==> config.mk <==
export PLATFORM = sky130hd
export DESIGN_NAME = power_seq_ctrl
export DESIGN_NICKNAME = d
export VERILOG_FILES = /design/src/rtl/power_seq_ctrl.sv
export SDC_FILE = /design/constraint.sdc
export NUM_CORES = 1
export LEC_CHECK = 0
export ABC_AREA = 1
export ABC_CLOCK_PERIOD_IN_PS = 2000
export CAP_MARGIN = 40
export CORE_ASPECT_RATIO = 1.1
export CORE_UTILIZATION = 45
export CTS_BUF_LIST = sky130_fd_sc_hd__clkbuf_8 sky130_fd_sc_hd__clkbuf_16
export DETAILED_ROUTE_END_ITERATION = 12
export GPL_TIMING_DRIVEN = 0
export HOLD_SLACK_MARGIN = 0.03
export PLACE_DENSITY = 0.63
export SLEW_MARGIN = 0
export SYNTH_ARGS = -nofsm -noshare
export SYNTH_HDL_FRONTEND = slang
export SYNTH_SLANG_ARGS = --single-unit
==> constraint.sdc <==
create_clock -name clk -period 2 [get_ports clk]
set_input_delay 0.4 -clock clk [delete_from_list [all_inputs] [get_ports clk]]
set_output_delay 0.4 -clock clk [all_outputs]
set_load 0.01 [all_outputs]
==> src/rtl/power_seq_ctrl.sv <==
// Multi-rail power sequencer: enables rails in ascending order once each power good
// has settled, disables them in descending order, and latches power-good faults.
module power_seq_ctrl #(
    parameter int NUM_RAILS      = 4,
    parameter int SETTLE_CYC     = 30,
    parameter int PG_TIMEOUT_CYC = 1000,
    parameter int OFF_GAP_CYC    = 10,
    localparam int IDX_W = (NUM_RAILS > 1) ? $clog2(NUM_RAILS) : 1
) (
    input  logic                 clk,
    input  logic                 reset,
    input  logic                 sys_on,
    input  logic [NUM_RAILS-1:0] pg,
    output logic [NUM_RAILS-1:0] rail_en,
    output logic                 pwr_ok,
    output logic                 busy,
    output logic                 fault,
    output logic [IDX_W-1:0]     fault_rail,
    output logic [2:0]           dbg_state
);

    localparam int MAX_AB  = (SETTLE_CYC > PG_TIMEOUT_CYC) ? SETTLE_CYC : PG_TIMEOUT_CYC;
    localparam int MAX_CNT = (MAX_AB > OFF_GAP_CYC) ? MAX_AB : OFF_GAP_CYC;
    localparam int CNT_W   = $clog2(MAX_CNT + 1);

    localparam logic [CNT_W-1:0] SETTLE_LAST  = CNT_W'(SETTLE_CYC - 1);
    localparam logic [CNT_W-1:0] TIMEOUT_LAST = CNT_W'(PG_TIMEOUT_CYC - 1);
    localparam logic [CNT_W-1:0] GAP_LAST     = CNT_W'(OFF_GAP_CYC - 1);
    localparam logic [IDX_W-1:0] LAST_IDX     = IDX_W'(NUM_RAILS - 1);
    localparam logic [NUM_RAILS-1:0] ONE_HOT0 = NUM_RAILS'(1);

    localparam logic [2:0] S_OFF     = 3'd0;
    localparam logic [2:0] S_WAIT_PG = 3'd1;
    localparam logic [2:0] S_SETTLE  = 3'd2;
    localparam logic [2:0] S_ON      = 3'd3;
    localparam logic [2:0] S_DOWN    = 3'd4;
    localparam logic [2:0] S_FAULT   = 3'd5;

    logic [2:0]           state_q, state_d;
    logic [IDX_W-1:0]     idx_q, idx_d;
    logic [CNT_W-1:0]     cnt_q, cnt_d;
    logic [NUM_RAILS-1:0] rail_en_q, rail_en_d;
    logic                 pwr_ok_q, pwr_ok_d;
    logic                 busy_q, busy_d;
    logic                 fault_q, fault_d;
    logic [IDX_W-1:0]     fault_rail_q, fault_rail_d;

    logic [NUM_RAILS-1:0] settled;
    logic [NUM_RAILS-1:0] drop_vec;
    logic [IDX_W-1:0]     drop_idx;
    logic                 drop_hit;
    logic                 timeout_hit;
    logic                 pg_cur;
    logic [IDX_W-1:0]     idx_inc;
    logic [IDX_W-1:0]     idx_dec;

    // Rails below idx have already settled; in ON every rail is settled.
    always_comb begin
        settled = '0;
        for (int j = 0; j < NUM_RAILS; j++) begin
            settled[j] = (state_q == S_ON) || (j < int'(idx_q));
        end
        drop_vec = settled & ~pg;
        drop_idx = '0;
        for (int j = NUM_RAILS - 1; j >= 0; j--) begin
            if (drop_vec[j]) begin
                drop_idx = IDX_W'(j);
            end
        end
        drop_hit = (state_q == S_WAIT_PG || state_q == S_SETTLE || state_q == S_ON) &&
                   (|drop_vec);
    end

    assign pg_cur      = pg[idx_q];
    assign timeout_hit = (state_q == S_WAIT_PG) && !pg_cur && (cnt_q == TIMEOUT_LAST);
    assign idx_inc     = idx_q + 1'b1;
    assign idx_dec     = idx_q - 1'b1;

    always_comb begin
        state_d      = state_q;
        idx_d        = idx_q;
        cnt_d        = cnt_q;
        rail_en_d    = rail_en_q;
        fault_d      = fault_q;
        fault_rail_d = fault_rail_q;

        if (drop_hit || timeout_hit) begin
            state_d      = S_FAULT;
            rail_en_d    = '0;
            cnt_d        = '0;
            fault_d      = 1'b1;
            fault_rail_d = drop_hit ? drop_idx : idx_q;
        end else begin
            case (state_q)
                S_OFF: begin
                    if (sys_on) begin
                        state_d   = S_WAIT_PG;
                        idx_d     = '0;
                        cnt_d     = '0;
                        rail_en_d = ONE_HOT0;
                    end
                end
                S_WAIT_PG: begin
                    if (!sys_on) begin
                        state_d   = S_DOWN;
                        rail_en_d = rail_en_q & ~(ONE_HOT0 << idx_q);
                        cnt_d     = '0;
                    end else if (pg_cur) begin
                        state_d = S_SETTLE;
                        cnt_d   = '0;
                    end else begin
                        cnt_d = cnt_q + 1'b1;
                    end
                end
                S_SETTLE: begin
                    if (!sys_on) begin
                        state_d   = S_DOWN;
                        rail_en_d = rail_en_q & ~(ONE_HOT0 << idx_q);
                        cnt_d     = '0;
                    end else if (!pg_cur) begin
                        // A glitch discards the settle progress and reopens the timeout window.
                        state_d = S_WAIT_PG;
                        cnt_d   = '0;
                    end else if (cnt_q == SETTLE_LAST) begin
                        cnt_d = '0;
                        if (idx_q == LAST_IDX) begin
                            state_d = S_ON;
                        end else begin
                            state_d   = S_WAIT_PG;
                            idx_d     = idx_inc;
                            rail_en_d = rail_en_q | (ONE_HOT0 << idx_inc);
                        end
                    end else begin
                        cnt_d = cnt_q + 1'b1;
                    end
                end
                S_ON: begin
                    if (!sys_on) begin
                        state_d   = S_DOWN;
                        idx_d     = LAST_IDX;
                        rail_en_d = rail_en_q & ~(ONE_HOT0 << LAST_IDX);
                        cnt_d     = '0;
                    end
                end
                S_DOWN: begin
                    if (cnt_q == GAP_LAST) begin
                        cnt_d = '0;
                        if (idx_q != '0) begin
                            idx_d     = idx_dec;
                            rail_en_d = rail_en_q & ~(ONE_HOT0 << idx_dec);
                        end else begin
                            state_d = S_OFF;
                        end
                    end else begin
                        cnt_d = cnt_q + 1'b1;
                    end
                end
                S_FAULT: begin
                    if (!sys_on) begin
                        state_d      = S_OFF;
                        fault_d      = 1'b0;
                        fault_rail_d = '0;
                    end
                end
                default: begin
                    state_d   = S_OFF;
                    idx_d     = '0;
                    cnt_d     = '0;
                    rail_en_d = '0;
                end
            endcase
        end

        pwr_ok_d = (state_d == S_ON);
        busy_d   = (state_d == S_WAIT_PG) || (state_d == S_SETTLE) || (state_d == S_DOWN);
    end

    // Reset is the emergency path: every enable drops at once, no reverse ordering.
    always_ff @(posedge clk or posedge reset) begin
        if (reset) begin
            state_q      <= S_OFF;
            idx_q        <= '0;
            cnt_q        <= '0;
            rail_en_q    <= '0;
            pwr_ok_q     <= 1'b0;
            busy_q       <= 1'b0;
            fault_q      <= 1'b0;
            fault_rail_q <= '0;
        end else begin
            state_q      <= state_d;
            idx_q        <= idx_d;
            cnt_q        <= cnt_d;
            rail_en_q    <= rail_en_d;
            pwr_ok_q     <= pwr_ok_d;
            busy_q       <= busy_d;
            fault_q      <= fault_d;
            fault_rail_q <= fault_rail_d;
        end
    end

    assign rail_en    = rail_en_q;
    assign pwr_ok     = pwr_ok_q;
    assign busy       = busy_q;
    assign fault      = fault_q;
    assign fault_rail = fault_rail_q;
    assign dbg_state  = state_q;

endmodule

==> flow_summary.toml, run 1 <==
[floorplanning]
rows = 25
fp.dieW_um = 67.1
die_area_um2 = 4950
coreArea_um2 = 4380
chipHeight_um = 73.7
initial_utilization_pct = 48.0
ios = 19

[placement]
pre_cts_slack_ps = -197
numPortBuffers = 18
hpwl_mm = 4.26
gp_congestion = 0.930
placed_area_um2 = 2380

[routing]
wl_per_cell_um = 13.8
antenna_left = 0
wl_mm = 5.64
initialDrtViolationCount = 152
first_pass_iters = 4
vias = 2192
detail_route.vias_per_cell = 5.36
route.detailed.drc = 0

[worst_setup_path]
startpoint = "idx_q[1]$_DFFE_PP0P_"
cp.arrival_ps = 2060
worst_path_most_repeated_cell = "nand2_1"
path_cells = "inv_4, ha_4, inv_1, nand2_1, nand2_1, nand2_1, nand2_1, nand2_4, nand2_4, nor2_8, buf_6, buf_4, nand4_1, o21ai_1"
path_delay_family = "simple AND/OR/NAND/NOR gates"
reg2reg_from = "idx_q[1]$_DFFE_PP0P_"
worstRegToRegCells = 14
cp-end-kind = "register"
critPathBufInv = 4
critical_path_class = "register to register"
r2r_slack_ps = 130
crit_fanout = 8
worstSetupEndpoint = "cnt_q[4]$_DFFE_PP0P_"
worst-path-stages = 14
slowest_delay_ps = 490
required_ps = 2200
crit_slowest_cell = "dfrtp_2"
crit_path_start_kind = "register"
rr_endpoint = "cnt_q[4]$_DFFE_PP0P_"

[power_and_ir_drop]
p_leak_uw = 0.00132
peakVddDrop_v = 0.000718
p_per_area_nw_per_um2 = 1090

[layout]
antenna_cells = 0
fin_area_um2 = 2560
syn_to_final_growth_pct = 21.9
final_nets = 372
drive_gt1_share_pct = 17.2

[synth]
ys_ff_latch = 24
ys_warn_count = 0
synthCells = 321
synthArstFlopShare_pct = 100
synth_top_family_by_area = "simple AND/OR/NAND/NOR gates"
synthXorXnorAreaFrac_pct = 0.417
syn_avg_cell_area_um2 = 6.54
ys_seq_area_share_pct = 28.6
syn-num-nets = 336
synthFlopType = "dfrtp_1"
synth_cell_types = 34
synth_edf_count = 0
synth-simple-area-share_pct = 43.4
synth-compound-area-share_pct = 12.2
synthAdderAreaFrac_pct = 4.76
syn-cell-area_um2 = 2100
synthMuxAreaShare_pct = 0

[cts]
clock_sinks = 24
clock_latency_ps = 270
cts_tree = "built"
cts_buffer_depth = 2
cts_buffers = 3
clk_pin_slew_worst_paths_ps = 90
cts_root_buf = "clkbuf_8"
holdBufCountCts = 0
htreeDepth = 1

[flow_run]
drv_cap = 0

[sta]
maxClockFrequency_ghz = 0.536
report.final.setup_viol = 0
slew_headroom_pct = 65.3
fin_skew_ps = 9.17
setup_ws_ps = 133
worstMarginPinSlew_ps = 519
final.min_clock_period_ps = 1870
fin_crit_sh_pct = 93.4
rsz0062_at_grt = "no"
slew_viol_final = 0
hold_viol = 0

[grt]
grt_pass1_wl_mm = 9.65
antenna_found_initial = 0
grt_usage_pct = 25.8
grt_max_degree = 16
grt_overflow = 0
grt_pass1_vias = 2030

[min_path]
hp-class = "input pin to async pin"

[outcome]
status = "finished clean"
## cell usage in the layout (no fill, tap or decap), drive strengths merged, types with 4 or more instances in the layout
cell type | synthesis | layout
inv | 50 | 50
nand3 | 33 | 33
a21oi | 13 | 13
clkdlybuf4s50 | 0 | 17
dfrtp | 24 | 24
nand2 | 105 | 105
ha | 8 | 8
o21ai | 24 | 24
nor2 | 30 | 30
clkbuf | 1 | 4
nand4 | 13 | 13
buf | 3 | 16
nor3 | 5 | 5
## synthesized netlist by cell type, types with 3 or more instances
cell type / number / area, um^2
nand4_1: 13 / 81.3
o21ai_0: 14 / 70.1
inv_2: 10 / 37.5
dfrtp_1: 24 / 601
nor2_2: 3 / 18.8
nor2_1: 23 / 86.3
a21oi_1: 11 / 55.1
nor3_1: 5 / 25.0
nand3_1: 29 / 145
nand2_1: 96 / 360
nor2_4: 3 / 33.8
ha_1: 8 / 100
inv_1: 38 / 143
nand2_2: 7 / 43.8
o21ai_1: 10 / 50.1
## worst min path at each step
stage / from / end / slack [ps] / depth (start not counted)
4_1_cts: reset / rail_en[0]$_DFFE_PP0P_ / 450 / 2
3_5_place_dp: fault$_DFFE_PP0P_ / fault$_DFFE_PP0P_ / 500 / 2
2_1_floorplan: reset / busy$_DFF_PP0_ / 410 / 1
6_report: reset / rail_en[0]$_DFFE_PP0P_ / 440 / 2
5_1_grt: reset / rail_en[0]$_DFFE_PP0P_ / 490 / 2
3_3_place_gp: fault$_DFFE_PP0P_ / fault$_DFFE_PP0P_ / 510 / 2
## flip-flops by register name, indices dropped and copies added, names as in the netlist
name and cells:
idx_q 2, cnt_q 10, fault 1, pwr_ok 1, busy 1, dbg_state 3
fault_rail 2, rail_en 4
## layer usage
metal  GRT usage, %  routed length (um)  up-vias
met2           43.6                2780       46
met5              0                   0        -
li1               -                   -     1115
met3           2.64                 219       10
met4           8.27                  99        0
met1           33.9                2530     1021
## stage by stage
step	TNS, ps	util (%)	hold slack, ps	std cells	total power (uW)
5_1_grt	0	58.5	486	409	3040
3_5_place_dp	-2530	54.3	498	394	2310
4_1_cts	0	55.7	454	399	2640
3_3_place_gp	-2310	53.6	509	393	2290
6_report	0	58.5	439	409	2800
2_1_floorplan	0	-	415	321	1830
## timing repair
item | 4_1_cts | 5_1_grt
setup buffers | 2 | 10
setup endpoints to repair | 13 | 20
pin swaps | 1 | 1
gates resized for setup | 3 | 12
gates cloned | 0 | 0
## final cells by class
type	instances	area [um^2]
timing repair buffer	31	304
multi-input combinational	243	1320
inverter	50	198
fill	426	1820
clock buffer	3	41.3
buffer	4	31.3
tap	54	67.6
sequential	24	603
## logic make-up (layout without fill, tap and decap cells)
logic type      count (synthesis)  count (layout)
flops                          24              24
compound gates                 45              45
xor+xnor                        1               1
fa+ha+maj                       8               8
simple gates                  189             189
buf+inv                        54              88
## report_power, final
group | internal [uW] | switching, uW
Combinational | 701 | 1080
Sequential | 601 | 124
Clock | 135 | 154
Total | 1440 | 1360
No activity file was read; power rests on OpenSTA's default activity.
==> run 2: changes to the inputs <==
PLACE_DENSITY = 0.61   (was 0.63)
==> run 2 against run 1 <==
  * First-iteration DRC count shrank 7.2%
  * Clock power rose by 21%
  * Sequential power shrank 1%
  * Critical endpoint is now fault_rail[0]$_DFFE_PP0P_
  * Clock skew fell by 2.5 ps
  * Critical path depth is 4 lower
  * Routed wire length decreased by 0.14%
  * Final cell count down 0.98%
  * Die area is the same
  * Final area down 0.15%
  * Worst hold slack improved by 11 ps
  * Count of clock-buffer cells in the layout rose by 1
  * Combinational power about the same
==> flow_summary.toml, run 2 (synthesized netlist as in run 1, its figures left out) <==
[worst_setup_path]
crit_fanout = 9
critical_path_class = "register to register"
r2r_slack_ps = 80
worstRegToRegCells = 10
cp-end-kind = "register"
cp.arrival_ps = 2130
reg2reg_from = "idx_q[1]$_DFFE_PP0P_"
crit_path_start_kind = "register"
required_ps = 2210
rr_endpoint = "fault_rail[0]$_DFFE_PP0P_"

[routing]
initialDrtViolationCount = 141
antenna_left = 0
detail_route.vias_per_cell = 5.25
wl_mm = 5.63
vias = 2126
wl_per_cell_um = 13.9
first_pass_iters = 4
route.detailed.drc = 0

[cts]
cts_buffer_depth = 2
holdBufCountCts = 0
clock_sinks = 24
clk_pin_slew_worst_paths_ps = 100
cts_buffers = 3
htreeDepth = 1
cts_tree = "built"
cts_root_buf = "clkbuf_8"
clock_latency_ps = 270

[floorplanning]
rows = 25
fp.dieW_um = 67.1
ios = 19
chipHeight_um = 73.7
initial_utilization_pct = 48.0
coreArea_um2 = 4380
die_area_um2 = 4950

[grt]
grt_usage_pct = 24.7
grt_overflow = 0
grt_pass1_vias = 1987
use_met1_pct = 32.4
use_met3_pct = 1.86
grt_util_met2_pct = 43.4
grt_pass1_wl_mm = 9.30
grt_max_degree = 15
busiest_layer = "met2"
antenna_found_initial = 0

[layout]
final.fill_count = 425
mostFrequentLayoutCells = "95 x nand2_1, 38 x inv_1, 29 x nand3_1"
fin_area_um2 = 2560
layout_commonest_cell = "nand2_1"
final_nets = 367
regMostFlops = "cnt_q"
drive_gt1_share_pct = 16.5
syn_to_final_growth_pct = 21.7
antenna_cells = 0
largest_reg_flops = 10

[power_and_ir_drop]
finalPower_uw = 2870
p_per_area_nw_per_um2 = 1120
p_leak_uw = 0.00131
peakVddDrop_v = 0.000777

[flow_run]
drv_cap = 0

[placement]
placed_area_um2 = 2380
hpwl_mm = 4.19
numPortBuffers = 18
gp_congestion = 0.869

[sta]
fin_crit_sh_pct = 96.1
holdWs_ps = 451
maxClockFrequency_ghz = 0.521
report.final.setup_viol = 0
fin_skew_ps = 6.67
hold_viol = 0
slew_headroom_pct = 63.5
worstMarginPinSlew_ps = 545
final.setup.tns_ps = 0
final.min_clock_period_ps = 1920
slew_viol_final = 0

[min_path]
hp-class = "input pin to async pin"

[outcome]
status = "finished clean"
-- run 2: cell types whose count changed in the layout (fill, tap and decap cells not counted) --
cell | previous run | this run
nand2_2 | 6 | 7
o21ai_1 | 10 | 11
o21ai_0 | 14 | 13
clkbuf_8 | 3 | 4
buf_12 | 0 | 1
buf_6 | 3 | 2
a21oi_2 | 2 | 3
nand2_1 | 96 | 95
buf_8 | 0 | 1
a21oi_1 | 11 | 10
buf_4 | 11 | 5
ha_2 | 1 | 0
ha_1 | 5 | 6
-- run 2: what timing repair did --
item	4_1_cts	5_1_grt
pin swaps	0	2
setup buffers	0	7
endpoints found under the hold margin	0	0
resized for setup	2	16
setup endpoints to repair	7	21
-- run 2: how the worst max path moves through the flow --
stage / startpoint / to / slack, ps
2_1_floorplan: idx_q[1]$_DFFE_PP0P_ / rail_en[3]$_DFFE_PP0P_ / 340
4_1_cts: idx_q[1]$_DFFE_PP0P_ / busy$_DFF_PP0_ / 20
3_5_place_dp: pg[1] / busy$_DFF_PP0_ / -170
6_report: idx_q[1]$_DFFE_PP0P_ / fault_rail[0]$_DFFE_PP0P_ / 80
5_1_grt: idx_q[1]$_DFFE_PP0P_ / rail_en[2]$_DFFE_PP0P_ / -4
3_3_place_gp: pg[1] / busy$_DFF_PP0_ / -170
-- run 2: worst max-delay path: stages (launching register included) --
cell and delay [ps]:
dfrtp_2 480, buf_4 160, buf_4 140, nand3_1 170, nand2_4 120, nand3_2 140
inv_2 70, nor2_8 160, buf_6 140, o21ai_1 120, o21ai_1 150
-- run 2: final cells by class --
class | count | area [um^2] | area share [%]
buffer | 4 | 35.0 | 1.37
clock buffer | 4 | 55.1 | 2.15
inverter | 50 | 198 | 7.73
multi-input combinational | 243 | 1320 | 51.6
sequential | 24 | 603 | 23.6
tap | 54 | 67.6 | 2.64
timing repair buffer | 26 | 279 | 10.9
-- run 2: power breakdown --
part           total (uW)  internal, uW  leakage (uW)  switching, uW
Sequential            718           601      0.000318            118
Combinational        1800           698      0.000965           1100
Clock                 351           176     0.0000288            175
Total                2870          1480       0.00131           1390
-- run 2: per-stage QoR --
| step | cells | util [%] | setup slack, ps |
|---|---|---|---|
| floorplan | 321 | - | 338 |
| global placement | 393 | 53.6 | -172 |
| detailed placement | 394 | 54.3 | -170 |
| CTS | 398 | 55.6 | 18.1 |
| global route | 405 | 58.4 | -4.40 |
| finish | 405 | 58.4 | 78.8 |
-- run 2: metal layers --
layer  vias to the layer above  share of wire (%)
li1                       1101                  -
met5                         -                  0
met4                         0               0.73
met2                        46                 51
met1                       973                 46
met3                         6                2.8
==> run 3: changes to the inputs <==
CTS_BUF_LIST = sky130_fd_sc_hd__clkbuf_4 sky130_fd_sc_hd__clkbuf_8 sky130_fd_sc_hd__clkbuf_16   (was sky130_fd_sc_hd__clkbuf_8 sky130_fd_sc_hd__clkbuf_16)
PLACE_DENSITY = not set   (was 0.61)
==> run 3 against run 2 <==
  * Final area is 1.9% lower
  * Non-clock buffer count is 2 lower
  * Critical path type unchanged
  * Count of clock-buffer cells in the layout is 1 lower
  * Sequential power hardly changed
  * Final cell count is 0.49% lower
  * Worst hold slack worse by 12 ps
  * First-iteration DRC count is 30% lower
  * Via count is 2.4% higher
  * Flip-flop and latch count stayed put
  * Register-to-register slack hardly changed
==> flow_summary.toml, run 3 (synthesized netlist as in run 1, its figures left out) <==
[outcome]
status = "finished clean"

[worst_setup_path]
rr_endpoint = "busy$_DFF_PP0_"
worstRegToRegCells = 12
crit_fanout = 10
critical_path_class = "register to register"
r2r_slack_ps = 80
cp.arrival_ps = 2130
reg2reg_from = "idx_q[1]$_DFFE_PP0P_"
cp-end-kind = "register"
required_ps = 2210
crit_path_start_kind = "register"

[cts]
cts_tree = "built"
clock_sinks = 24
htreeDepth = 1
clk_pin_slew_worst_paths_ps = 100
holdBufCountCts = 0
cts_buffers = 3
cts_root_buf = "clkbuf_8"
clock_latency_ps = 280
cts_buffer_depth = 2

[routing]
wl_mm = 5.73
antenna_left = 0
vias = 2176
initialDrtViolationCount = 98
detail_route.vias_per_cell = 5.40
first_pass_iters = 4
route.detailed.drc = 0
wl_per_cell_um = 14.2

[placement]
hpwl_mm = 4.24
gp_congestion = 0.921
numPortBuffers = 18
pre_cts_slack_ps = -170
placed_area_um2 = 2380

[power_and_ir_drop]
p_comb_share_pct = 63.0
sw_frac_of_total_pct = 49.2
p_per_area_nw_per_um2 = 1110
pwr-share-seq_pct = 25.9
finalPower_uw = 2780
p_sw_uw = 1370
p_leak_uw = 0.00128
p_clk_share_pct = 11.1
peakVddDrop_v = 0.000572
p_int_uw = 1410

[sta]
final.min_clock_period_ps = 1920
slew_viol_final = 0
report.final.setup_viol = 0
fin_crit_sh_pct = 96.0
hold_viol = 0
setup_ws_ps = 80.7
fin_skew_ps = 8.40
worstMarginPinSlew_ps = 597
slew_headroom_pct = 60.1
rsz0062_at_grt = "yes"
maxClockFrequency_ghz = 0.521

[layout]
largest_reg_flops = 10
syn_to_final_growth_pct = 19.4
fin_area_um2 = 2510
drive_gt1_share_pct = 15.8
layout_commonest_cell = "nand2_1"
regMostFlops = "cnt_q"
final_nets = 366
antenna_cells = 0
final.fill_count = 437
mostFrequentLayoutCells = "95 x nand2_1, 38 x inv_1, 29 x nand3_1"

[floorplanning]
die_area_um2 = 4950
ios = 19
initial_utilization_pct = 48.0
rows = 25
fp.dieW_um = 67.1
coreArea_um2 = 4380
chipHeight_um = 73.7

[grt]
antenna_found_initial = 0
grt_pass1_vias = 2077
grt_pass1_wl_mm = 9.58
grt_max_degree = 16
grt_usage_pct = 25.4
grt_overflow = 0

[flow_run]
drv_cap = 0

[min_path]
hp-class = "input pin to async pin"
==> run 3: area by class of cell <==
| class | count | area (um^2) | share of cell area (%) |
|---|---|---|---|
| multi-input cells | 244 | 1310 | 52.2 |
| well taps | 54 | 67.6 | 2.69 |
| repair buffers | 24 | 258 | 10.3 |
| inverters | 50 | 195 | 7.78 |
| plain buffers | 4 | 35.0 | 1.40 |
| flip-flops and latches | 24 | 603 | 24.0 |
| clock buffers | 3 | 41.3 | 1.65 |
==> run 3: metrics by stage <==
step | std cells | TNS (ps) | util (%) | hold WS, ps
after floorplan | 321 | 0 | - | 415
after global placement | 393 | -2310 | 53.6 | 500
after detailed placement | 394 | -2160 | 54.3 | 494
after CTS | 397 | 0 | 55.3 | 471
after global routing | 403 | -9.42 | 57.3 | 488
final | 403 | 0 | 57.3 | 438
==> run 3: repair_timing <==
item,4_1_cts,5_1_grt
gates resized for setup,3,7
gates cloned,0,1
pin swaps,0,2
endpoints found under the setup margin,11,21
buffers inserted,0,5
==> run 3: critical path, stage by stage (launching register included) <==
cell and delay [ps]:
dfrtp_2 470, buf_4 160, ha_1 190, inv_1 90
nand2_1 60, nand2_1 60, nand2_1 60, nand2_2 110
nand2_4 110, nor2_8 180, buf_8 160, nand4_1 100
nand3_1 100
==> run 3: worst max-delay path by stage <==
stage | start | slack (ps) | end | cells after the start
finish | idx_q[1]$_DFFE_PP0P_ | 80 | busy$_DFF_PP0_ | 12
global route | idx_q[1]$_DFFE_PP0P_ | -9 | busy$_DFF_PP0_ | 12
CTS | idx_q[0]$_DFFE_PP0P_ | 30 | busy$_DFF_PP0_ | 11
detailed placement | pg[1] | -170 | busy$_DFF_PP0_ | 10
global placement | pg[1] | -180 | busy$_DFF_PP0_ | 10
floorplan | idx_q[1]$_DFFE_PP0P_ | 340 | rail_en[3]$_DFFE_PP0P_ | 13
==> run 3: layer usage <==
metal,vias up,track usage [%],routed length [um]
li1,1097,-,-
met1,1011,33.9,2620
met2,57,42.2,2730
met3,11,2.33,261
met4,0,8.75,114
met5,-,0,0
==> run 3: power by group through the flow <==
stage / clock network, uW / registers (uW) / logic [uW]
floorplan: 0 / 742 / 1090
global route: 332 / 736 / 1960
detailed placement: 0 / 729 / 1580
global placement: 0 / 730 / 1580
finish: 310 / 719 / 1750
CTS: 314 / 723 / 1600
